### src/rtl/datatypesPkg.sv
`default_nettype none
// ============================================================================
// Module      : datatypesPkg
// Description : Shared aligner types plus the result-reader constants and
//               reader state encoding.
// Revision    : 1.0 - initial release
// ============================================================================
package datatypesPkg;

    // Traceback direction symbol carried on the result stream
    typedef enum logic [1:0] {
        DIR_DIAG = 2'd0,
        DIR_UP   = 2'd1,
        DIR_LEFT = 2'd2,
        DIR_NONE = 2'd3
    } direction;

    // Nucleotide encoding used across the aligner
    typedef enum logic [1:0] {
        BASE_A = 2'd0,
        BASE_C = 2'd1,
        BASE_G = 2'd2,
        BASE_T = 2'd3
    } dna_base;

    localparam logic [5:0] MED_STATUS_ADDR   = 6'd0;
    localparam logic [5:0] MED_DATA_BASE     = 6'd1;
    localparam int         MED_SYMS_PER_WORD = 32;

    // Result reader sequencing
    typedef enum logic [3:0] {
        RD_IDLE      = 4'd0,
        RD_POLL_REQ  = 4'd1,
        RD_POLL_WAIT = 4'd2,
        RD_POLL_GAP  = 4'd3,
        RD_DATA_REQ  = 4'd4,
        RD_DATA_WAIT = 4'd5,
        RD_DRAIN     = 4'd6,
        RD_DONE      = 4'd7,
        RD_TIMEOUT   = 4'd8
    } med_rd_state;

endpackage
`default_nettype wire

### src/rtl/med_dir_unpacker.sv
`default_nettype none
// ============================================================================
// Module      : med_dir_unpacker
// Description : Holds one 64-bit result word and hands out its 32 two-bit
//               direction symbols, lowest symbol first, one per handshake.
// Revision    : 1.0 - initial release
// ============================================================================
module med_dir_unpacker
    import datatypesPkg::*;
(
    input  logic        clk,
    input  logic        rst,        // synchronous, active-low
    input  logic        i_load,
    input  logic [63:0] i_word,
    input  logic        i_ready,
    output logic        o_valid,
    output logic [1:0]  o_data,
    output logic [4:0]  o_idx,
    output logic        o_last
);

    logic [63:0] r_word;
    logic        r_valid;
    logic [4:0]  r_idx;
    logic        w_fire;

    assign w_fire = r_valid & i_ready;

    // Load a fresh word, or shift out the current symbol on each handshake
    always_ff @(posedge clk) begin
        if (!rst) begin
            r_word  <= '0;
            r_valid <= 1'b0;
            r_idx   <= '0;
        end else if (i_load) begin
            r_word  <= i_word;
            r_valid <= 1'b1;
            r_idx   <= '0;
        end else if (w_fire) begin
            r_word <= {2'b00, r_word[63:2]};
            r_idx  <= r_idx + 5'd1;
            if (o_last) begin
                r_valid <= 1'b0;
            end
        end
    end

    assign o_valid = r_valid;
    assign o_data  = r_word[1:0];
    assign o_idx   = r_idx;
    assign o_last  = (r_idx == 5'(MED_SYMS_PER_WORD - 1));

endmodule
`default_nettype wire

### src/rtl/med_result_reader.sv
`default_nettype none
// ============================================================================
// Module      : med_result_reader
// Description : Avalon-MM read initiator that polls the solver status word,
//               fetches the packed result words and streams them out as
//               two-bit direction symbols.
// Revision    : 1.0 - initial release
// ============================================================================
module med_result_reader
    import datatypesPkg::*;
#(
    parameter int NUM_WORDS  = 2,
    parameter int POLL_GAP   = 4,
    parameter int POLL_LIMIT = 1024
) (
    input  logic        clk,
    input  logic        rst,        // synchronous, active-low
    input  logic        start,
    output logic        busy,
    output logic        done,
    output logic        timeout,
    output logic [5:0]  avm_address,
    output logic        avm_read,
    input  logic        avm_waitrequest,
    input  logic [63:0] avm_readdata,
    input  logic        avm_readdatavalid,
    output logic [1:0]  dir_data,
    output logic        dir_valid,
    input  logic        dir_ready,
    output logic        dir_last
);

    localparam int PCW = $clog2(POLL_LIMIT + 1);
    localparam int GCW = (POLL_GAP > 1) ? $clog2(POLL_GAP) : 1;

    localparam logic [PCW-1:0] c_poll_limit = PCW'(POLL_LIMIT);
    localparam logic [GCW-1:0] c_gap_last   = GCW'(POLL_GAP - 1);
    localparam logic [5:0]     c_last_word  = 6'(NUM_WORDS - 1);

    med_rd_state    r_state;
    med_rd_state    w_next;
    med_rd_state    w_poll_dest;
    logic [PCW-1:0] r_poll_cnt;
    logic [PCW-1:0] w_poll_inc;
    logic [PCW-1:0] w_poll_seen;
    logic [GCW-1:0] r_gap_cnt;
    logic [5:0]     r_word_idx;
    logic           w_accept;
    logic           w_rsp_poll;
    logic           w_rsp_data;
    logic           w_fire;
    logic           w_sym_last;
    logic [4:0]     w_sym_idx;
    logic           w_word_end;

    assign w_accept   = avm_read & ~avm_waitrequest;
    assign w_poll_inc = r_poll_cnt + PCW'(1);
    // Status data can land in the same cycle the request is accepted, before
    // the poll counter has been bumped
    assign w_poll_seen = (r_state == RD_POLL_REQ) ? w_poll_inc : r_poll_cnt;
    assign w_rsp_poll  = avm_readdatavalid &
                         ((r_state == RD_POLL_WAIT) || ((r_state == RD_POLL_REQ) && w_accept));
    assign w_rsp_data  = avm_readdatavalid &
                         ((r_state == RD_DATA_WAIT) || ((r_state == RD_DATA_REQ) && w_accept));
    assign w_fire      = dir_valid & dir_ready;
    assign w_word_end  = (r_state == RD_DRAIN) & w_fire & w_sym_last;

    // Where a returned status word sends the sequencer
    always_comb begin
        w_poll_dest = RD_POLL_GAP;
        if (avm_readdata[0]) begin
            w_poll_dest = RD_DATA_REQ;
        end else if (w_poll_seen == c_poll_limit) begin
            w_poll_dest = RD_TIMEOUT;
        end else if (POLL_GAP == 0) begin
            w_poll_dest = RD_POLL_REQ;
        end
    end

    // State register
    always_ff @(posedge clk) begin
        if (!rst) begin
            r_state <= RD_IDLE;
        end else begin
            r_state <= w_next;
        end
    end

    // Next-state and Avalon/status output decode
    always_comb begin
        w_next      = r_state;
        avm_read    = 1'b0;
        avm_address = MED_STATUS_ADDR;
        busy        = 1'b1;
        done        = 1'b0;
        timeout     = 1'b0;
        case (r_state)
            RD_IDLE: begin
                busy = 1'b0;
                if (start) w_next = RD_POLL_REQ;
            end
            RD_POLL_REQ: begin
                avm_read = 1'b1;
                if (w_accept) w_next = avm_readdatavalid ? w_poll_dest : RD_POLL_WAIT;
            end
            RD_POLL_WAIT: begin
                if (avm_readdatavalid) w_next = w_poll_dest;
            end
            RD_POLL_GAP: begin
                if (r_gap_cnt == c_gap_last) w_next = RD_POLL_REQ;
            end
            RD_DATA_REQ: begin
                avm_read    = 1'b1;
                avm_address = r_word_idx + MED_DATA_BASE;
                if (w_accept) w_next = avm_readdatavalid ? RD_DRAIN : RD_DATA_WAIT;
            end
            RD_DATA_WAIT: begin
                if (avm_readdatavalid) w_next = RD_DRAIN;
            end
            RD_DRAIN: begin
                if (w_word_end) w_next = (r_word_idx == c_last_word) ? RD_DONE : RD_DATA_REQ;
            end
            RD_DONE: begin
                busy   = 1'b0;
                done   = 1'b1;
                w_next = RD_IDLE;
            end
            RD_TIMEOUT: begin
                busy    = 1'b0;
                timeout = 1'b1;
                w_next  = RD_IDLE;
            end
            default: begin
                busy   = 1'b0;
                w_next = RD_IDLE;
            end
        endcase
    end

    // Poll, gap and word counters
    always_ff @(posedge clk) begin
        if (!rst) begin
            r_poll_cnt <= '0;
            r_gap_cnt  <= '0;
            r_word_idx <= '0;
        end else begin
            if ((r_state == RD_IDLE) && start) begin
                r_poll_cnt <= '0;
            end else if ((r_state == RD_POLL_REQ) && w_accept) begin
                r_poll_cnt <= w_poll_inc;
            end

            if (r_state == RD_POLL_GAP) begin
                r_gap_cnt <= r_gap_cnt + GCW'(1);
            end else begin
                r_gap_cnt <= '0;
            end

            if (w_rsp_poll && avm_readdata[0]) begin
                r_word_idx <= '0;
            end else if (w_word_end && (r_word_idx != c_last_word)) begin
                r_word_idx <= r_word_idx + 6'd1;
            end
        end
    end

    med_dir_unpacker u_unpacker (
        .clk     (clk),
        .rst     (rst),
        .i_load  (w_rsp_data),
        .i_word  (avm_readdata),
        .i_ready (dir_ready),
        .o_valid (dir_valid),
        .o_data  (dir_data),
        .o_idx   (w_sym_idx),
        .o_last  (w_sym_last)
    );

    assign dir_last = dir_valid & (w_sym_idx == 5'(MED_SYMS_PER_WORD - 1)) &
                      (r_word_idx == c_last_word);

endmodule
`default_nettype wire

### config.mk
export PLATFORM = sky130hd
export DESIGN_NAME = med_result_reader
export DESIGN_NICKNAME = d
export VERILOG_FILES = /design/src/rtl/datatypesPkg.sv /design/src/rtl/med_dir_unpacker.sv /design/src/rtl/med_result_reader.sv
export SDC_FILE = /design/constraint.sdc
export NUM_CORES = 1
export LEC_CHECK = 0
export ABC_AREA = 1
export BUFFER_PORTS_ARGS = -buffer_cell sky130_fd_sc_hd__buf_2
export CAP_MARGIN = 10
export CORE_ASPECT_RATIO = 1.75
export CORE_MARGIN = 3
export CORE_UTILIZATION = 35
export CTS_CLUSTER_DIAMETER = 40
export CTS_CLUSTER_SIZE = 8
export DETAILED_ROUTE_END_ITERATION = 10
export SYNTH_ARGS = -nofsm -noshare
export SYNTH_HDL_FRONTEND = slang
export SYNTH_SLANG_ARGS = --single-unit
### constraint.sdc
create_clock -name clk -period 1.8 [get_ports clk]
set_input_delay 0.18 -clock clk [delete_from_list [all_inputs] [get_ports clk]]
set_output_delay 0.18 -clock clk [all_outputs]
set_load 0.02 [all_outputs]
* After elaboration in Yosys (flattened, before gate mapping)
Index checks and enable logic that the tools add are counted. Widths: inputs -> output; s select.
Word-level totals: input bits 70, flip-flop bits (word level) 93
Operators by class: bitwise gates (word level) 10, reductions and logical operators 18, equality and inequality tests 20, add/sub/neg operators 4, mux-type cells 24
Operator list (count):
- $mux 64 | 2
- $mux 4 | 10
- $pmux 4 s7 | 1
- $eq 4x3->1 const B | 4
- $ne 2x2->1 const B | 7
- $add 11x1->11 const B | 1
- $eq 11x11->1 const B | 1
- $mux 11 | 1
- $and 1x1->1 | 8
- $eq 4x2->1 const B | 2
- $reduce_or 2->1 | 4
- $mux 1 | 7
- $reduce_and 7->1 | 1
- $add 6x1->6 const B | 1
- $eq 6x1->1 const B | 1
- $mux 6 | 1
- $ne 6x1->1 const B | 1
- $reduce_or 6->1 | 1
- $add 5x1->5 const B | 1
- $eq 5x5->1 const B | 1
- $logic_and 1x1->1 | 5
- $eq 4x1->1 const B | 1
- $eq 4x4->1 const B | 1
- $logic_not 4->1 | 1
- other kinds (7) | 12

* Longest topological paths before layout
Gate-level depths: netlist of run 1.
depth in word-level cells 9, mapped depth 13, depth with buffers taken out 13

* Cells and area by module
Synthesis of run 1 repeated with hierarchy kept, for this count alone.
Unflattened totals: cell total of the unflattened synthesis 749, area total of the unflattened synthesis 4813.4 um2
By module, submodules not included:
- med_dir_unpacker | area each 3265.6 um2, times used 1, cells an instance 515, sequential area each 1401.3 um2
- med_result_reader | area each 1547.7 um2, times used 1, cells an instance 234, sequential area each 460.4 um2

* Worst setup path before layout of run 1
OpenSTA, ideal clock, no wires.
path type reg2reg, start point reg u_unpacker.r_idx[0], in the netlist u_unpacker.o_idx[0], end point reg r_word_idx[4], setup time 0.070 ns, buffers on the path 0, clock period less this slack 1.715 ns, data arrival time 1.645 ns, setup slack 0.085 ns, cell stages (with the launch flop) 10, path through dfxtp_1 -> ha_1 -> nand2_1 -> nor2_1 -> ha_1 -> inv_1 -> nor3_1 -> nand2_1 -> or2_2 -> a21oi_1
Between the ends: longest elaborated chain between the ends 3
RTL lines:
- from (decl) | line med_dir_unpacker.sv:24 | logic [4:0] r_idx;
- from (signal assigned) | line med_dir_unpacker.sv:41 | r_idx <= r_idx + 5'd1;
- $eq 5x5->1 | line med_dir_unpacker.sv:51 | assign o_last = (r_idx == 5'(MED_SYMS_PER_WORD - 1));
- $and 1x1->1 | line med_result_reader.sv:66 | assign w_word_end = (r_state == RD_DRAIN) & w_fire & w_sym_last;
- $logic_and 1x1->1 | line med_result_reader.sv:161 | end else if (w_word_end && (r_word_idx != c_last_word)) begin
- to (signal assigned) | line med_result_reader.sv:162 | r_word_idx <= r_word_idx + 6'd1;
- to (decl) | line med_result_reader.sv:47 | logic [5:0] r_word_idx;
Every way passes these cells. A chain may end at the register's enable or synchronous reset.

* Worst setup path in the final report of run 1
start point reg u_unpacker.r_idx[1], in the netlist u_unpacker.o_idx[1], end point out dir_last
Between the ends: longest elaborated chain between the ends 3
RTL lines:
- $eq 5x5->1 | line med_result_reader.sv:179 | assign dir_last = dir_valid & (w_sym_idx == 5'(MED_SYMS_PER_WORD - 1)) &
- $and 1x1->1 (2 in series) | line med_result_reader.sv:179
- to (decl) | line med_result_reader.sv:30 | output logic dir_last
Every way passes these cells.

==> results.toml, run 1 <==
[power_and_ir_drop]
p_per_area_nw_per_um2 = 964
p_leak_nw = 2.19
p_total_mw = 5.69
vdd_drop_max_mv = 0.489

[final_layout]
syn_to_final_growth_pct = 32.4
final_common_cell = "nand2_1"
antenna_cells = 0
drive_gt1_share_pct = 27.6
fin_area_sq_um = 5910
mostFrequentLayoutCells = "nand2_1 (197), dfxtp_1 (82), buf_2 (81)"
nFillCells = 1275
final_nets = 810

[timing]
timing.final.ws_setup_ns = 0.0185
max_freq_mhz = 561
finalHoldViolations = 0
setup_violations = 0
period_share_pct = 99.0
worst_pin_slew_ns = 0.484
skew_ns = 0.00686
fin_crit_ns = 1.78
relSlewSlack_pct = 67.7
rsz0062_at_grt = "yes"
slew_violations = 0

[place]
pre_cts_slack_ns = -0.106
io_buffers = 83
gp_congestion = 0.859
hpwl_microns = 8130
placed_cell_area_sq_um = 5120

[drt]
postRouteWirelength_microns = 13800
viasPerCell = 5.23
drt-initial-drc-count = 371
ant_nets = 0
first_pass_iters = 5
vias = 4742
wl_per_cell_microns = 15.3
route.detailed.drc = 0

[cts]
cts_sinks = 93
cts_tree = "built"
postCtsHoldBufs = 0
clock_tree.root_cell = "clkbuf_16"
clk_pin_slew_ns = 0.06
cts_buffers = 9
clock_path_buffers = 2
htreeDepth = 3
clk_latency_ns = 0.34

[floorplan]
die_h_microns = 155
rows = 54
dieWidth_microns = 91.4
initial_core_util_pct = 35.7
num_io_pins = 84
coreArea_sq_um = 12500
die-area_sq_um = 14200

[min_path]
min_to = "u_unpacker.r_word[62]"
hp-start = "avm_readdata[62]"
hp-class = "primary input to register"
whs_path_depth = 3

[critical_path]
r2r_slack_ns = 0.08
r2r-end = "r_word_idx[5]"
endpoint_kind = "primary output"
rr_worst_depth = 11
cp_max_fo = 3
path_class = "register to primary output"
worstPathRequired_ns = 1.62
worstSetupStartpointType = "register"
r2r_start = "u_unpacker.o_idx[1]"
crit_arrival_ns = 1.60

[synthesis]
synthMuxAreaShare_pct = 0
synthSimpleGateAreaFrac_pct = 32.4
syn_inst = 637
yosys.area_share.adder_pct = 1.68
avgSynthCellArea_sq_um = 7.00
synth_area_sq_um = 4460
ys_warn_count = 0
synth_xor_area_share_pct = 1.57
synth_compound_area_share_pct = 14.5
ys_types = 30
ys_seq_area_share_pct = 41.7
synth_seq_cells = 93
synth_nets = 713
synth_top_family_by_area = "simple AND/OR/NAND/NOR gates"

[grt]
gr-usage-all-layers_pct = 16.9
grt_antenna_before_repair = 0
overflow = 0
grt_max_degree = 65
grt_pass1_wl_microns = 19900
grt_pass1_vias = 4382

[status]
status = "completed"

[job]
max_cap_violations = 0
how the worst max path moves through the flow:
stage                        start             to  slack, ns  cells after the start
6_report       u_unpacker.o_idx[1]       dir_last       0.02                      8
5_1_grt        u_unpacker.o_idx[1]       dir_last      -0.11                      8
4_1_cts        u_unpacker.o_idx[0]       dir_last      -0.04                      8
3_5_place_dp         r_poll_cnt[0]     r_state[1]      -0.11                     12
3_3_place_gp         r_poll_cnt[0]     r_state[1]      -0.08                     12
2_1_floorplan  u_unpacker.o_idx[0]  r_word_idx[4]       0.08                      9
through the flow:
stage,instances,utilization (%),hold slack [ns],TNS [ns]
after floorplan,637,-,0.278,0
after global placement,873,40.9,0.408,-0.323
after detailed placement,873,40.9,0.417,-0.787
after CTS,889,43.5,0.0886,-0.134
after global routing,906,47.3,0.0985,-0.742
final,906,47.3,0.0975,0
cells in the mapped netlist (all sizes together):
| cell | instances | area share [%] |
|---|---|---|
| clkinv | 1 | 0.11 |
| nand4 | 4 | 0.56 |
| o211ai | 1 | 0.17 |
| ha | 6 | 1.7 |
| buf | 27 | 3.5 |
| nand3 | 80 | 9.0 |
| o221ai | 1 | 0.20 |
| inv | 44 | 3.8 |
| nand2 | 203 | 17 |
| nor3 | 7 | 0.79 |
| a31oi | 62 | 8.7 |
| a211oi | 1 | 0.17 |
| nor2 | 42 | 4.3 |
| dfxtp | 93 | 42 |
| nand3b | 1 | 0.17 |
| a21oi | 23 | 2.6 |
| xor2 | 8 | 1.6 |
| nor4 | 1 | 0.14 |
| a21boi | 1 | 0.42 |
| or2 | 3 | 0.42 |
| o21ai | 17 | 1.9 |
| o21a | 2 | 0.34 |
| clkbuf | 9 | 0.76 |
state kept, by name, summed over array words and instances, names as in the netlist:
| signal | cells |
|---|---|
| u_unpacker.o_valid | 1 |
| r_gap_cnt | 2 |
| u_unpacker.r_word | 64 |
| r_word_idx | 6 |
| r_poll_cnt | 11 |
| r_state | 4 |
| u_unpacker.o_idx | 5 |
per-layer routing:
metal / vias to the layer above / GRT usage [%] / routed length (microns)
met1: 2231 / 20.1 / 5500
met3: 28 / 2.90 / 674
met4: 0 / 6.55 / 310
met5: - / 0 / 0
li1: 2325 / - / -
met2: 158 / 30.2 / 7340
where the power goes:
part,switching [mW],internal [mW]
clock,0.803,1.07
combinational,0.929,0.599
sequential,0.106,2.19
layout make-up:
type / instances / area [sq um] / area share (%)
clock inverters: 6 / 65.1 / 1.10
flip-flops and latches: 93 / 1880 / 31.8
clock buffers: 9 / 225 / 3.81
well taps: 168 / 210 / 3.56
multi-input cells: 463 / 2420 / 41.0
repair buffers: 122 / 922 / 15.6
inverters: 45 / 185 / 3.13
what timing repair did:
action                                  in CTS  in global routing
endpoints found under the setup margin      12                 87
pin swaps                                    2                 11
buffers inserted                             1                  8
cloned                                       0                  9
gates resized for setup                      9                 68
worst max-delay path, cell delays in order, from the launching register on:
cell and delay, ns:
dfxtp_2 0.36, ha_4 0.14, nand2_2 0.05, nor2_2 0.11
ha_2 0.20, inv_4 0.05, buf_6 0.11, nor3_4 0.11
buf_6 0.14
cells by family (layout without fill, tap and decap cells):
group,after synthesis,in the layout
compound gates,108,108
fa+ha+maj,6,6
simple gates,341,341
xor+xnor,8,8
buf+inv,81,182
flops,93,93
No activity file was read; power rests on OpenSTA's default activity.
==> run 2: changes to the inputs <==
--- a/config.mk
+++ b/config.mk
@@ -14,6 +14,7 @@
 export CTS_CLUSTER_DIAMETER = 40
 export CTS_CLUSTER_SIZE = 8
 export DETAILED_ROUTE_END_ITERATION = 10
+export SLEW_MARGIN = 15
 export SYNTH_ARGS = -nofsm -noshare
 export SYNTH_HDL_FRONTEND = slang
 export SYNTH_SLANG_ARGS = --single-unit
==> constraint.sdc (replaced) <==
create_clock -name clk -period 2.2 [get_ports clk]
set_input_delay 0.22 -clock clk [delete_from_list [all_inputs] [get_ports clk]]
set_output_delay 0.22 -clock clk [all_outputs]
set_load 0.02 [all_outputs]
==> run 2 against run 1 <==
- non-clock buffer count is 29 lower
- clock skew grew 0.0010 ns
- power decreased by 24%
- core utilization down 4.7 points
- combinational power fell by 36%
- largest cell class unchanged
==> results.toml, run 2 (synthesized netlist as in run 1, its figures left out) <==
[timing]
slew_violations = 0
skew_ns = 0.00786
timing.final.ws_setup_ns = 0.235
fin_crit_ns = 1.96
setup_violations = 0
max_freq_mhz = 509
period_share_pct = 89.3
relSlewSlack_pct = 63.5
worst_pin_slew_ns = 0.547
holdWs_ns = 0.133
finalHoldViolations = 0

[critical_path]
r2r_slack_ns = 0.24
cp-startpoint = "r_state[0]"
r2r_start = "r_state[0]"
crit_arrival_ns = 2.23
worstPathRequired_ns = 2.47
worstSetupStartpointType = "register"
endpoint_kind = "register"
r2r-end = "u_unpacker.r_word[18]"
rr_worst_depth = 9
path_class = "register to register"
cp_max_fo = 62

[floorplan]
rows = 54
initial_core_util_pct = 35.7
dieWidth_microns = 91.4
die_h_microns = 155
coreArea_sq_um = 12500
num_io_pins = 84
die-area_sq_um = 14200

[drt]
ant_nets = 0
vias = 4509
drt-initial-drc-count = 209
first_pass_iters = 5
postRouteWirelength_microns = 11700
wl_per_cell_microns = 13.4
route.detailed.drc = 0
viasPerCell = 5.14

[grt]
grt_pass1_vias = 4384
overflow = 0
grt_pass1_wl_microns = 19600
grt_antenna_before_repair = 0
gr-usage-all-layers_pct = 16.8
grt_max_degree = 65

[min_path]
whs_path_depth = 3
min_to = "u_unpacker.r_word[62]"
hp-class = "primary input to register"
hp-start = "avm_readdata[62]"

[cts]
cts_buffers = 9
cts_tree = "built"
clock_path_buffers = 2
cts_sinks = 93
postCtsHoldBufs = 0
clk_latency_ns = 0.34
clk_pin_slew_ns = 0.07
htreeDepth = 3
clock_tree.root_cell = "clkbuf_16"

[power_and_ir_drop]
swShare_pct = 32.9
pwr-share-clk_pct = 34.3
p_per_area_nw_per_um2 = 816
p_total_mw = 4.34
p_int_mw = 2.91
p_leak_nw = 1.96
p_comb_share_pct = 22.7
vdd_drop_max_mv = 0.401
share_seq_of_total_power_pct = 43.0
p_switching_mw = 1.43

[final_layout]
regMostFlops = "u_unpacker.r_word"
syn_to_final_growth_pct = 19.2
drive_gt1_share_pct = 18.5
mostFrequentLayoutCells = "nand2_1 (203), dfxtp_1 (93), buf_2 (83)"
final_common_cell = "nand2_1"
antenna_cells = 0
final_nets = 781
largest_reg_flops = 64
final_util_pct = 42.5
largest_registers = "u_unpacker.r_word x64, r_poll_cnt x11, r_word_idx x6"

[status]
status = "completed"

[place]
hpwl_microns = 8300
gp_congestion = 0.894
pre_cts_slack_ns = 0.112
io_buffers = 83

[job]
max_cap_violations = 0
## run 2: cell types whose count changed in the layout (fill, tap and decap cells not counted), sizes merged
cell	before	now
clkinv	5	3
bufinv	1	0
clkbuf	15	9
clkinvlp	2	1
buf	116	93
inv	43	48
## run 2: how the worst max path moves through the flow
| stage | endpoint | slack [ns] |
|---|---|---|
| 6_report | u_unpacker.r_word[18] | 0.24 |
| 5_1_grt | r_word_idx[1] | -0.009 |
| 4_1_cts | u_unpacker.r_word[30] | 0.08 |
| 3_5_place_dp | u_unpacker.r_word[30] | 0.11 |
| 3_3_place_gp | u_unpacker.r_word[30] | 0.15 |
| 2_1_floorplan | r_word_idx[4] | 0.48 |
## run 2: power groups by stage
stage               Clock (mW)  Sequential, mW  Combinational, mW
global route              1.60            1.88               1.11
finish                    1.49            1.86              0.985
detailed placement           0            1.90              0.948
global placement             0            1.90              0.942
floorplan                    0            1.88              0.681
CTS                       1.53            1.86              0.953
## run 2: per-stage QoR
step / instance area (sq um) / TNS, ns / instances
finish: 5320 / 0 / 878
global route: 5320 / -0.00905 / 878
CTS: 5290 / 0 / 876
detailed placement: 5010 / 0 / 860
global placement: 5010 / 0 / 860
floorplan: 4460 / 0 / 637
## run 2: critical path, stage by stage (launching register included)
cell and delay, ns:
dfxtp_1 0.46, nor2_2 0.11, inv_2 0.08, nor2_2 0.06, inv_4 0.10, nor2_4 0.05, a21boi_4 0.22, buf_6 0.42
nand3_1 0.14, a31oi_1 0.21
## run 2: layer usage
layer,vias up,global-route usage (%),part of all wire (%)
li1,2272,-,-
met4,0,7.12,2.2
met5,-,0,0
met1,2095,19.5,41
met3,19,3.24,4.5
met2,123,29.8,52
## run 2: repair_timing
item	CTS	global route
endpoints found under the setup margin	0	69
setup buffers	0	2
gates resized for setup	0	4
## run 2: cell type report
cell class | instances | area [sq um]
Multi-Input combinational cell | 463 | 2250
Fill cell | 1334 | 7180
Sequential cell | 93 | 1860
Tap cell | 168 | 210
Clock inverter | 7 | 56.3
Timing Repair Buffer | 93 | 544
Inverter | 45 | 173
Clock buffer | 9 | 225
==> run 3: changes to the inputs <==
--- a/config.mk
+++ b/config.mk
@@ -14,6 +14,7 @@
 export CTS_CLUSTER_DIAMETER = 40
 export CTS_CLUSTER_SIZE = 8
 export DETAILED_ROUTE_END_ITERATION = 10
+export REMOVE_ABC_BUFFERS = 1
 export SLEW_MARGIN = 15
 export SYNTH_ARGS = -nofsm -noshare
 export SYNTH_HDL_FRONTEND = slang
==> run 3 against run 2 <==
- core utilization grew 0.070 points
- setup slack worse by 0.029 ns
- sequential power about the same
- combinational power fell by 2%
- critical endpoint is now u_unpacker.r_word[24]
- largest power group unchanged
==> results.toml, run 3 (synthesized netlist as in run 1, its figures left out) <==
[final_layout]
nFillCells = 1298
largest_reg_flops = 64
seqCellArea_sq_um = 1860
drive_gt1_share_pct = 18.4
fin_area_sq_um = 5330
final_util_pct = 42.6
final_cells = 876
multi_input_area_sq_um = 2250
final_nets = 779
largest_registers = "u_unpacker.r_word x64, r_poll_cnt x11, r_word_idx x6"
antenna_cells = 0
mostFrequentLayoutCells = "nand2_1 (202), dfxtp_1 (93), buf_2 (83)"
regMostFlops = "u_unpacker.r_word"
final_common_cell = "nand2_1"
syn_to_final_growth_pct = 19.3

[cts]
clock_path_buffers = 2
post_cts_buffers = 0
clock_tree.root_cell = "clkbuf_16"
clk_latency_ns = 0.34
cts_sinks = 93
cts_tree = "built"
cts_buffers = 9
htreeDepth = 3
clk_pin_slew_ns = 0.08

[drt]
postRouteWirelength_microns = 11300
vias = 4437
first_pass_iters = 5
wl_per_cell_microns = 12.8
viasPerCell = 5.07
route.detailed.drc = 0
drt-initial-drc-count = 164
ant_nets = 0

[grt]
grt_antenna_before_repair = 0
grt_pass1_wl_microns = 18900
grt_max_degree = 63
grt_pass1_vias = 4244
overflow = 0
gr-usage-all-layers_pct = 15.9

[power_and_ir_drop]
p_leak_nw = 1.96
vdd_drop_max_mv = 0.409
p_per_area_nw_per_um2 = 818

[timing]
slew_violations = 0
fin_crit_ns = 1.99
finalHoldViolations = 0
relSlewSlack_pct = 59.4
setup_violations = 0
max_freq_mhz = 502
period_share_pct = 90.6
skew_ns = 0.0135
worst_pin_slew_ns = 0.608
rsz0062_at_grt = "no"

[critical_path]
path_class = "register to register"
critPathCapture = "u_unpacker.r_word[24]"
crit_arrival_ns = 2.19
crit_top_cell = "nand2_1"
endpoint_kind = "register"
worst-path-buf-inv = 3
cp_num_cells = 9
cp_max_fo = 25
cpMaxStageDelayCell = "dfxtp_1"
crit_family = "buffers and inverters"
r2r_start = "r_state[1]"
rr_worst_depth = 9
crit_path_cell_trace = "inv_1, nand2_1, nor2_1, nand2_1, a21boi_4, clkinv_2, buf_12, nand2_1, a31oi_1"
worstPathRequired_ns = 2.39
r2r_slack_ns = 0.21
cp-startpoint = "r_state[1]"
worstSetupStartpointType = "register"
r2r-end = "u_unpacker.r_word[24]"
cp_slowest_stage_delay_ns = 0.41

[min_path]
hp-class = "primary input to register"

[status]
status = "completed"

[floorplan]
die_h_microns = 155
initial_core_util_pct = 35.7
rows = 54
die-area_sq_um = 14200
dieWidth_microns = 91.4
num_io_pins = 84
coreArea_sq_um = 12500

[place]
placed_cell_area_sq_um = 5020
dp.cells = 860
hpwl_microns = 7920
io_buffers = 83
gp_congestion = 0.856

[job]
max_cap_violations = 0
run 3: what timing repair did:
action                     CTS  global route
gates resized for setup      0             7
setup endpoints to repair    0            56
hold buffers                 0             0
run 3: layer usage:
| layer | up-vias | global-route usage (%) | routed length, microns |
|---|---|---|---|
| met2 | 102 | 27.6 | 5640 |
| met4 | 0 | 6.26 | 189 |
| met3 | 16 | 2.61 | 403 |
| met5 | - | 0 | 0 |
| li1 | 2260 | - | - |
| met1 | 2059 | 19.5 | 5020 |
run 3: worst min-delay path by stage:
stage / end / slack [ns] / startpoint / cells after the start
floorplan: u_unpacker.o_valid / 0.32 / rst / 2
global placement: r_gap_cnt[0] / 0.41 / r_gap_cnt[0] / 1
detailed placement: r_gap_cnt[0] / 0.42 / r_gap_cnt[0] / 1
CTS: u_unpacker.r_word[63] / 0.11 / avm_readdata[63] / 3
global route: u_unpacker.r_word[63] / 0.11 / avm_readdata[63] / 3
finish: u_unpacker.r_word[63] / 0.12 / avm_readdata[63] / 3
run 3: layout make-up:
type | instances | share of cell area [%]
clock inverter | 7 | 1.17
clock buffer | 9 | 4.23
timing repair buffer | 91 | 10.2
multi-input combinational | 463 | 42.2
sequential | 93 | 35.0
tap | 168 | 3.95
inverter | 45 | 3.34
run 3: through the flow:
| step | hold WS [ns] | setup WS [ns] | TNS (ns) | total power, mW |
|---|---|---|---|---|
| 2_1_floorplan | 0.318 | -0.605 | -38.71 | 2.52 |
| 3_3_place_gp | 0.408 | 0.173 | 0 | 2.85 |
| 3_5_place_dp | 0.417 | 0.0624 | 0 | 2.87 |
| 4_1_cts | 0.110 | 0.0493 | 0 | 4.41 |
| 5_1_grt | 0.115 | 0.00909 | 0 | 4.61 |
| 6_report | 0.118 | 0.207 | 0 | 4.35 |
run 3: worst reg2reg max path, delay by kind of cell, from the launching register on:
family	cells	cell delay, ns
compound gates	2	0.36
buf+inv	3	0.71
flops	1	0.41
simple gates	4	0.39
run 3: report_power, final:
group          switching, mW  internal, mW  total, mW
clock network          0.723         0.795       1.52
registers             0.0850          1.78       1.87
logic                  0.638         0.332      0.970
